**src/rtl/exam_driver_if.sv**
```systemverilog
// exam_driver_if: method-call bus between the exam driver (caller) and the
// exam assignment block (callee).
//
// Handshake rule: each method has an enable (caller -> callee) and a ready
// (callee -> caller). The caller raises an enable only in a cycle where the
// matching ready is high. Every cycle with enable=1 is exactly one completed
// call. For the next method, next_k is the call argument in that cycle, and
// next is the return value, valid in that same cycle.
//
// Signals:
//   EN_start  start method enable        (master -> slave)
//   RDY_start start method ready         (slave  -> master)
//   next_k    argument of next method    (master -> slave)
//   EN_next   next method enable         (master -> slave)
//   next      return value of next       (slave  -> master)
//   RDY_next  next method ready          (slave  -> master)
interface exam_driver_if;
    logic EN_start;
    logic RDY_start;
    logic next_k;
    logic EN_next;
    logic next;
    logic RDY_next;

    modport master (
        output EN_start,
        output next_k,
        output EN_next,
        input  RDY_start,
        input  next,
        input  RDY_next
    );

    modport slave (
        input  EN_start,
        input  next_k,
        input  EN_next,
        output RDY_start,
        output next,
        output RDY_next
    );
endinterface

```
**src/rtl/exam_driver.sv**
```systemverilog
// exam_driver: caller-side engine for the start/next method protocol of the
// exam assignment block. One accepted go performs a start call followed by
// NCALLS next calls (argument k = pattern bit i on call i), and collects each
// returned bit into result[i].
//
// Optional feature: define EXAM_DRIVER_TIMEOUT_EN to abort a run after
// TIMEOUT consecutive cycles spent waiting on a ready (state ERR, error=1).
// Without the macro the driver waits indefinitely and error is tied to 0.
//
// Ports:
//   CLK        clock, rising edge
//   RST        synchronous active-high reset
//   go         launch a run (ignored while busy)
//   pattern    call arguments, latched on an accepted go
//   busy       run in progress (START or RUN)
//   done       last run ended (DONE or ERR), cleared by the next accepted go
//   error      last run aborted by timeout
//   result     bit i = value returned by next call i
//   state_dbg  current FSM state (0 IDLE, 1 START, 2 RUN, 3 DONE, 4 ERR)
//   bus        method bus towards the assignment block (master side)
module exam_driver #(
    parameter int NCALLS  = 8,
    parameter int TIMEOUT = 255
) (
    input  logic              CLK,
    input  logic              RST,
    input  logic              go,
    input  logic [NCALLS-1:0] pattern,
    output logic              busy,
    output logic              done,
    output logic              error,
    output logic [NCALLS-1:0] result,
    output logic [2:0]        state_dbg,
    exam_driver_if.master     bus
);

    localparam int IW = (NCALLS > 1) ? $clog2(NCALLS) : 1;
    localparam logic [IW-1:0] LAST_IDX = IW'(NCALLS - 1);

    typedef enum logic [2:0] {
        S_IDLE  = 3'd0,
        S_START = 3'd1,
        S_RUN   = 3'd2,
        S_DONE  = 3'd3,
        S_ERR   = 3'd4
    } state_t;

    state_t            state_q, state_d;
    logic [IW-1:0]     idx_q, idx_d;
    logic [NCALLS-1:0] pat_q, pat_d;
    logic [NCALLS-1:0] res_q, res_d;
    logic              idle_like;
    logic              fire_start;
    logic              fire_next;

`ifdef EXAM_DRIVER_TIMEOUT_EN
    localparam int WW = $clog2(TIMEOUT + 1);
    localparam logic [WW-1:0] WAIT_LAST = WW'(TIMEOUT - 1);
    logic [WW-1:0] wait_q, wait_d;
    assign idle_like = (state_q == S_IDLE) || (state_q == S_DONE) || (state_q == S_ERR);
    assign done      = (state_q == S_DONE) || (state_q == S_ERR);
    assign error     = (state_q == S_ERR);
`else
    assign idle_like = (state_q == S_IDLE) || (state_q == S_DONE);
    assign done      = (state_q == S_DONE);
    assign error     = 1'b0;
`endif

    // Enables follow their ready combinationally; RST masks them in the reset
    // cycle so an aborted run never produces a call.
    assign fire_start   = (state_q == S_START) && bus.RDY_start && !RST;
    assign fire_next    = (state_q == S_RUN) && bus.RDY_next && !RST;
    assign bus.EN_start = fire_start;
    assign bus.EN_next  = fire_next;
    assign bus.next_k   = (state_q == S_RUN) ? pat_q[idx_q] : 1'b0;

    assign busy      = (state_q == S_START) || (state_q == S_RUN);
    assign result    = res_q;
    assign state_dbg = state_q;

    always_comb begin
        state_d = state_q;
        idx_d   = idx_q;
        pat_d   = pat_q;
        res_d   = res_q;
`ifdef EXAM_DRIVER_TIMEOUT_EN
        wait_d  = wait_q;
`endif
        if (idle_like) begin
            if (go) begin
                state_d = S_START;
                pat_d   = pattern;
                res_d   = '0;
                idx_d   = '0;
`ifdef EXAM_DRIVER_TIMEOUT_EN
                wait_d  = '0;
`endif
            end
        end else if ((state_q == S_START) || (state_q == S_RUN)) begin
            if (fire_start) begin
                state_d = S_RUN;
`ifdef EXAM_DRIVER_TIMEOUT_EN
                wait_d  = '0;
`endif
            end else if (fire_next) begin
                res_d[idx_q] = bus.next;
                if (idx_q == LAST_IDX) begin
                    state_d = S_DONE;
                end else begin
                    idx_d = idx_q + 1'b1;
                end
`ifdef EXAM_DRIVER_TIMEOUT_EN
                wait_d = '0;
`endif
            end else begin
`ifdef EXAM_DRIVER_TIMEOUT_EN
                // wait_q counts the idle cycles already completed, so the
                // edge ending the TIMEOUT-th idle cycle is the abort edge.
                if (wait_q == WAIT_LAST) begin
                    state_d = S_ERR;
                end else begin
                    wait_d = wait_q + 1'b1;
                end
`endif
            end
        end else begin
            state_d = S_IDLE;
        end
    end

    always_ff @(posedge CLK) begin
        if (RST) begin
            state_q <= S_IDLE;
            idx_q   <= '0;
            pat_q   <= '0;
            res_q   <= '0;
`ifdef EXAM_DRIVER_TIMEOUT_EN
            wait_q  <= '0;
`endif
        end else begin
            state_q <= state_d;
            idx_q   <= idx_d;
            pat_q   <= pat_d;
            res_q   <= res_d;
`ifdef EXAM_DRIVER_TIMEOUT_EN
            wait_q  <= wait_d;
`endif
        end
    end

endmodule

```
**src/flat_wrapper.sv**
```systemverilog
// flat-port wrapper written by rule: the top's interface ports become plain ports
module exam_driver_flat 
#(
    parameter int NCALLS  = 8,
    parameter int TIMEOUT = 255
)
  (CLK, RST, go, pattern, busy, done, error, result, state_dbg, bus_EN_start, bus_next_k, bus_EN_next, bus_RDY_start, bus_next, bus_RDY_next);
  exam_driver_if bus_i ();
  input  logic CLK;
  input  logic RST;
  input  logic go;
  input  logic [NCALLS-1:0] pattern;
  output logic busy;
  output logic done;
  output logic error;
  output logic [NCALLS-1:0] result;
  output logic [2:0] state_dbg;
  output wire logic [$bits(bus_i.EN_start)-1:0] bus_EN_start;
  output wire logic [$bits(bus_i.next_k)-1:0] bus_next_k;
  output wire logic [$bits(bus_i.EN_next)-1:0] bus_EN_next;
  input wire logic [$bits(bus_i.RDY_start)-1:0] bus_RDY_start;
  input wire logic [$bits(bus_i.next)-1:0] bus_next;
  input wire logic [$bits(bus_i.RDY_next)-1:0] bus_RDY_next;
  assign bus_EN_start = bus_i.EN_start;
  assign bus_next_k = bus_i.next_k;
  assign bus_EN_next = bus_i.EN_next;
  assign bus_i.RDY_start = bus_RDY_start;
  assign bus_i.next = bus_next;
  assign bus_i.RDY_next = bus_RDY_next;
  exam_driver #(.NCALLS(NCALLS), .TIMEOUT(TIMEOUT)) u_core (.CLK(CLK), .RST(RST), .go(go), .pattern(pattern), .busy(busy), .done(done), .error(error), .result(result), .state_dbg(state_dbg), .bus(bus_i));
endmodule
```
**config.mk**
```make
export PLATFORM = sky130hd
export DESIGN_NAME = exam_driver_flat
export DESIGN_NICKNAME = d
export VERILOG_FILES = /design/src/rtl/exam_driver_if.sv /design/src/rtl/exam_driver.sv /design/src/flat_wrapper.sv
export SDC_FILE = /design/constraint.sdc
export NUM_CORES = 1
export LEC_CHECK = 0
export CAP_MARGIN = 20
export CELL_PAD_IN_SITES_DETAIL_PLACEMENT = 0
export CELL_PAD_IN_SITES_GLOBAL_PLACEMENT = 1
export CORE_MARGIN = 2
export CORE_UTILIZATION = 30
export CTS_CLUSTER_DIAMETER = 50
export CTS_CLUSTER_SIZE = 10
export DETAILED_ROUTE_END_ITERATION = 6
export GPL_ROUTABILITY_DRIVEN = 0
export HOLD_SLACK_MARGIN = 0.03
export PLACE_DENSITY = 0.74
export SKIP_CTS_REPAIR_TIMING = 1
export SLEW_MARGIN = 20
export SYNTH_ARGS = -nofsm -noshare
export SYNTH_HDL_FRONTEND = slang
export SYNTH_SLANG_ARGS = --single-unit
```
**constraint.sdc**
```tcl
create_clock -name CLK -period 2.4 [get_ports CLK]
set_clock_uncertainty 0.15 [all_clocks]
set_input_delay 0.6 -clock CLK [delete_from_list [all_inputs] [get_ports CLK]]
set_output_delay 0.6 -clock CLK [all_outputs]
set_load 0.05 [all_outputs]
```
# Word-level counts from Yosys, hierarchy flattened
# Cells that the tools add are included.
[classes]
add_sub_neg = 1
order_cmp = 2
eq_ne = 9
mux = 23
reduce_logical = 15
[op_table]
columns = ["operator", "n"]
rows = [
  ["8-bit 2-to-1 mux", 5],
  ["3-bit 2-to-1 mux", 12],
  ["8-bit bitwise mux", 1],
  ["4-bit by 1-bit inequality test with 1-bit output, second input constant", 2],
  ["3-bit by 2-bit == test with 1-bit output, second input constant", 2],
  ["1-bit logical AND", 5],
  ["5-bit AND reduction", 1],
  ["3-bit by 4-bit less-than comparator with 1-bit output, second input constant", 1],
  ["2-bit by 1-bit inequality test with 1-bit output, second input constant", 2],
  ["4-bit AND reduction", 1],
  ["2-bit nonzero test", 2],
  ["3-bit by 1-bit adder with 3-bit output, second input constant", 1],
  ["1-bit binary-select mux with 3-bit select", 1],
  ["1-bit demux with 3-bit select", 1],
  ["3-bit by 1-bit == test with 1-bit output, second input constant", 1],
  ["3-bit == test, second input constant", 1],
  ["3-bit by 1-bit greater-or-equal comparator with 1-bit output, second input constant", 1],
  ["3-bit logical NOT", 1],
  ["1-bit 2-to-1 mux", 3],
  ["3-bit AND reduction", 1],
  ["1-bit logical OR", 2],
  ["2-bit inequality test, second input constant", 1],
  ["2-bit AND reduction", 1],
  ["1-bit logical NOT", 1],
]
[word_totals]
reg_bits = 22
input_bits = 14
output_inout_bits = 17
word_cells = 54

# Logic depth before layout (Yosys ltp)
# Gate-level depths: netlist of run 1.
[logic_depth]
word_depth = 9
mapped_depth = 7
mapped_depth_nobuf = 7

# Worst setup path after synthesis of run 1
# Ideal clock, no wire load.
[synth_timing]
path_kind = "reg-to-output"
start = "register u_core.state_q[0] (netlist: u_core.state_dbg[0])"
end = "output port busy"
t_arrival_ns = 1.646
t_required_ns = 1.650
slack_ns = 0.004
stages_incl_launch_ff = 5
cell_sequence = "dfxtp_1 -> inv_1 -> ha_1 -> buf_2 -> inv_1"
[synth_via]
elab_chain_len = 2
[synth_lines]
columns = ["element", "line", "rtl"]
rows = [
  ["start: declaration", "exam_driver.sv:48", "state_t state_q, state_d;"],
  ["start signal: assignment", "exam_driver.sv:141", "state_q <= state_d;"],
  ["3-bit by 1-bit == test with 1-bit output / 3-bit by 2-bit == test with 1-bit output (equally long branches)", "exam_driver.sv:77", "assign busy = (state_q == S_START) || (state_q == S_RUN);"],
  ["1-bit logical OR (*)", "exam_driver.sv:77", ""],
  ["end: declaration", "flat_wrapper.sv:13", "output logic busy;"],
]
# Mark *: on every way between the ends. The rest lies on a longest branch, timed or not.

# Worst setup path in the final report of run 1
[layout_timing]
start = "register u_core.state_q[1] (netlist: u_core.state_dbg[1])"
end = "output port state_dbg[1]"
[layout_lines]
columns = ["element", "line", "rtl"]
rows = [
  ["end: declaration", "flat_wrapper.sv:17", "output logic [2:0] state_dbg;"],
]
# No word-level cell between the ends.

==> results.toml, run 1 <==
[run_status]
status = "finished clean"

[floorplan]
ios = 31
die_w_um = 64.5
core_area_um2 = 3420
start_util_pct = 32.1
row_count = 21
die_h_um = 64.5
die_area_um2 = 4160

[grt]
grt-ovfl-total = 0
grt_max_degree = 13
antenna_found_initial = 0
grt_pass1_wl_um = 4460
track_usage_pct = 13.5
grt_pass1_vias = 999

[clock_network]
cts_tree = "built"
cts_max_level = 1
clk_pin_slew_worst_paths_ns = 0.11
clkLatencyLatePin_ns = 0.31
cts.sinks = 21
clockBufferDepth = 2
cts_root_buffer = "clkbuf_4"
numCtsBuffers = 3

[worst_setup_path]
reg2reg_slack_ns = 0.49
worstPathArrival_ns = 1.58
crit_cells = 1
start_kind = "flop"
end_kind = "primary output"
r2r-start = "u_core.state_dbg[1]"
required_ns = 1.65
slowest_delay_ns = 0.84
path_max_fanout = 4
cp_top_family = "buffers and inverters"
crit_chain = "clkdlybuf4s50_1"
critPathCapture = "state_dbg[1]"
timing.rr.end = "u_core.result[0]"
crit_path_start = "u_core.state_dbg[1]"
crit_path_top_delay_cell = "clkdlybuf4s50_1"
critical_path_class = "flop to primary output"
reg2reg_depth = 7
crit_buf_inv = 1

[route]
drcViolationCount = 0
via_per_inst = 4.90
ant_nets = 0
drt_pass1_iterations = 4
drt_iter0_drc = 51
routedWlPerCell_um = 12.1
route.vias.total = 1053
wl_um = 2600

[run]
drv_cap = 0

[yosys]
synth.area.top_cells = "dfxtp_1 (38%), nand2_1 (8.2%), a21oi_1 (5.9%)"
netlist_area_um2 = 1100
ys.flop_type = "dfxtp_1"
ys_types = 32
syn_inst = 132
avgSynthCellArea_um2 = 8.31
synthMostInstantiatedCell = "nand2_1"
synth_warnings = 0
synth_seq_cells = 21
yosys.area.top_type = "dfxtp_1"
async_flop_share_pct = 0
synth_top_area_share_pct = 38.3
synth-seq-area-share_pct = 38.3
synthTopCellsByCount = "nand2_1 (24), dfxtp_1 (21), a21oi_1 (13)"
synth-edff-count = 0

[layout]
final_cell_area_um2 = 1560
layout.nets = 189
area_growth_pct = 42.3
num-fill-cells = 334
layout-drive-gt1-share_pct = 20.7
final_cells = 215
antennaDiodeCount = 0

[timing]
fmax_ghz = 0.430
rsz0062_at_grt = "false"
hold_violations = 0
period_needed_ns = 2.33
worstMarginPinSlew_ns = 0.500
timing.final.crit_share_pct = 96.9
final_max_slew_viol_count = 0
max_slew_margin_pct = 66.6
setup_violations = 0
setup_ws_ns = 0.0737

[place]
dpl-instance-area_um2 = 1490
dp_slack_ns = 0.0941
portBuffers = 28
dp.cells = 207
dp_hpwl_um = 1980

[pwr]
leakagePower_nw = 0.613
power_density_nw_per_um2 = 438
ir_drop_v = 0.000208

[hold_path]
hold_class = "flop to flop"
min-delay-start = "u_core.pat_q[1]"
hold_path_depth = 2
==> cells in the final DEF (no fill, tap or decap), drive strengths merged, types with 2 or more instances in the layout <==
cell and instances:
nand2 24, clkdlybuf4s50 22, dfxtp 21, buf 19, a21oi 15, a31oi 8, o211ai 8, inv 7
o21ai 7, ha 5, nand3 4, clkbuf 4, and2 3, a211oi 3, mux2i 2, nand4 2
conb 2, nand3b 2, o31ai 2
==> per-layer routing <==
metal	routed length, um	global-route usage (%)	vias to the layer above
li1	-	-	541
met2	1230	23.3	26
met1	1240	16.7	483
met3	118	4.34	3
met5	0	0	-
met4	16	2.39	0
==> registers in the layout, indices dropped and copies added (netlist names) <==
signal	cells
u_core.pat_q	8
u_core.idx_q	3
u_core.state_dbg	2
u_core.result	8
==> cell families (layout without fill, tap and decap cells) <==
group | after synthesis | in the layout | share of synthesized area (%)
other cells | 1 | 2 | 0.342
flops | 21 | 21 | 38.3
fa+ha+maj | 5 | 5 | 5.70
simple gates | 39 | 39 | 18.4
buf+inv | 18 | 54 | 7.41
mux | 3 | 3 | 3.19
compound gates | 45 | 45 | 26.7
==> stage by stage <==
stage	power, mW	setup TNS (ns)	hold WS (ns)	utilization [%]
3_5_place_dp	0.523	0	0.304	43.6
4_1_cts	0.697	-0.161	0.321	44.3
3_3_place_gp	0.521	0	0.296	43.6
2_1_floorplan	0.464	0	0.286	-
5_1_grt	0.722	0	0.344	45.7
6_report	0.683	0	0.315	45.7
==> worst min path at each step <==
stage / slack [ns] / endpoint
floorplan: 0.29 / u_core.pat_q[1]
global placement: 0.30 / u_core.pat_q[5]
detailed placement: 0.30 / u_core.pat_q[2]
CTS: 0.32 / u_core.pat_q[2]
global route: 0.34 / u_core.pat_q[1]
finish: 0.31 / u_core.pat_q[1]
==> worst register-to-register path, delay by kind of cell (launching register included) <==
| kind | cells | cell delay (ns) |
|---|---|---|
| flops | 1 | 0.43 |
| compound gates | 1 | 0.23 |
| fa+ha+maj | 1 | 0.21 |
| buf+inv | 2 | 0.23 |
| simple gates | 3 | 0.60 |
==> area by class of cell <==
class / instances / area [um^2] / area share [%]
inverters: 8 / 33.8 / 2.16
repair buffers: 42 / 417 / 26.7
multi-input cells: 94 / 602 / 38.5
flip-flops and latches: 21 / 425 / 27.2
well taps: 46 / 57.6 / 3.69
clock buffers: 4 / 26.3 / 1.68
==> power by group <==
| part | internal (mW) | leakage [nW] | total [mW] | switching [mW] |
|---|---|---|---|---|
| clock network | 0.0649 | 0.0150 | 0.169 | 0.104 |
| logic | 0.0636 | 0.426 | 0.148 | 0.0843 |
| registers | 0.358 | 0.172 | 0.366 | 0.00782 |
| total | 0.487 | 0.613 | 0.683 | 0.196 |
(Power assumes the default switching activity.)
==> run 2: changes to the inputs <==
--- a/config.mk
+++ b/config.mk
@@ -8,9 +8,8 @@
 export CAP_MARGIN = 20
 export CELL_PAD_IN_SITES_DETAIL_PLACEMENT = 0
 export CELL_PAD_IN_SITES_GLOBAL_PLACEMENT = 1
-export CORE_MARGIN = 2
 export CORE_UTILIZATION = 30
-export CTS_CLUSTER_DIAMETER = 50
+export CTS_CLUSTER_DIAMETER = 30
 export CTS_CLUSTER_SIZE = 10
 export DETAILED_ROUTE_END_ITERATION = 6
 export GPL_ROUTABILITY_DRIVEN = 0
==> run 2 against run 1 <==
Net effect:
- worst hold slack better by 0.00082 ns
- sequential share of layout area increased by 0.64 points
- first-iteration DRC count is 14% lower
- core utilization down 1.3 points
- clock power fell by 2%
- setup slack lost 0.0011 ns
- register-to-register slack worse by 0.12 ns
- global-route usage barely moved
- power decreased by 0.52%
- die area fell by 6.1%
- highest routed layer unchanged
- via count did not move
- final cell count fell by 1.9%
==> results.toml, run 2 (same netlist as run 1, synthesis figures left out) <==
[run_status]
status = "finished clean"

[worst_setup_path]
crit_buf_inv = 1
reg2reg_slack_ns = 0.37
critical_path_class = "flop to primary output"
worstPathArrival_ns = 1.58
end_kind = "primary output"
slowest_delay_ns = 0.84
crit_path_top_delay_cell = "clkdlybuf4s50_1"
required_ns = 1.65
path_max_fanout = 5
cp_top_family = "buffers and inverters"
crit_chain = "clkdlybuf4s50_1"
start_kind = "flop"

[clock_network]
clockBufferDepth = 2
cts.sinks = 21
clkLatencyLatePin_ns = 0.29
numCtsBuffers = 3
cts_max_level = 1
cts_root_buffer = "clkbuf_4"
cts_tree = "built"
clk_pin_slew_worst_paths_ns = 0.11

[grt]
grt_max_degree = 13
grt_pass1_wl_um = 4320
grt-ovfl-total = 0
antenna_found_initial = 0
track_usage_pct = 13.6
grt_pass1_vias = 992

[layout]
utilization_pct = 44.4
layout-drive-gt1-share_pct = 18.2
final_common_cell = "nand2_1"
num-fill-cells = 343
antennaDiodeCount = 0
final_cell_mix = "nand2_1 (24), clkdlybuf4s50_1 (23), dfxtp_1 (19)"
layout.nets = 185
area_growth_pct = 38.2

[place]
dp_hpwl_um = 1980
portBuffers = 28

[timing]
fmax_ghz = 0.430
setup_violations = 0
timing.final.crit_share_pct = 97.0
tns_ns = 0
final_max_slew_viol_count = 0
period_needed_ns = 2.33
worstMarginPinSlew_ns = 0.499
max_slew_margin_pct = 66.7
hold_violations = 0
rsz0062_at_grt = "false"

[route]
route.vias.total = 1053
routedWlPerCell_um = 11.8
wl_um = 2500
drt_pass1_iterations = 4
drcViolationCount = 0
drt_iter0_drc = 44
via_per_inst = 4.99
ant_nets = 0

[pwr]
leakagePower_nw = 0.580
power_density_nw_per_um2 = 448
ir_drop_v = 0.000361

[floorplan]
ios = 31
die_area_um2 = 3900
row_count = 21
start_util_pct = 32.1
core_area_um2 = 3420
die_w_um = 62.5
die_h_um = 62.5

[hold_path]
hold_class = "flop to flop"

[run]
drv_cap = 0
run 2: changes by cell type in the layout (fill, tap and decap cells not counted), sizes merged:
cell	previous run	this run
buf	19	15
clkdlybuf4s50	22	23
clkinvlp	1	0
dlymetal6s2s	1	0
inv	7	8
run 2: layout make-up:
| cell class | count | area [um^2] | area share (%) |
|---|---|---|---|
| multi-input cells | 94 | 599 | 39.5 |
| repair buffers | 38 | 380 | 25.1 |
| flip-flops and latches | 21 | 423 | 27.9 |
| inverters | 8 | 30.0 | 1.98 |
| well taps | 46 | 57.6 | 3.80 |
| clock buffers | 4 | 26.3 | 1.73 |
run 2: routing by layer:
metal	global-route usage, %	part of all wire [%]	up-vias
met1	17.0	46	492
met5	0	0	-
met4	1.74	0.32	0
li1	-	-	535
met3	3.83	4.3	2
met2	23.5	49	24
run 2: where the power goes:
group | switching [mW] | total [mW] | leakage [nW] | internal (mW)
combinational | 0.0837 | 0.147 | 0.393 | 0.0629
clock | 0.101 | 0.165 | 0.0150 | 0.0647
sequential | 0.00798 | 0.368 | 0.172 | 0.360
run 2: metrics by stage:
stage,area [um^2],setup slack (ns),total power [mW],std cells,hold WS (ns)
final,1520,0.0726,0.680,211,0.316
after global routing,1520,0.0229,0.716,211,0.343
after CTS,1510,0.0146,0.688,211,0.320
after detailed placement,1490,0.0963,0.523,207,0.301
after global placement,1490,0.114,0.520,207,0.296
after floorplan,1100,0.00388,0.464,133,0.286
run 2: worst paths after layout:
kind                                   endpoint  cells after the start                 from
worst min register to register  u_core.pat_q[3]                      2      u_core.pat_q[3]
worst max-delay path               state_dbg[0]                      1  u_core.state_dbg[0]
worst min-delay path            u_core.pat_q[3]                      2      u_core.pat_q[3]
worst max register to register  u_core.idx_q[0]                      7  u_core.state_dbg[0]
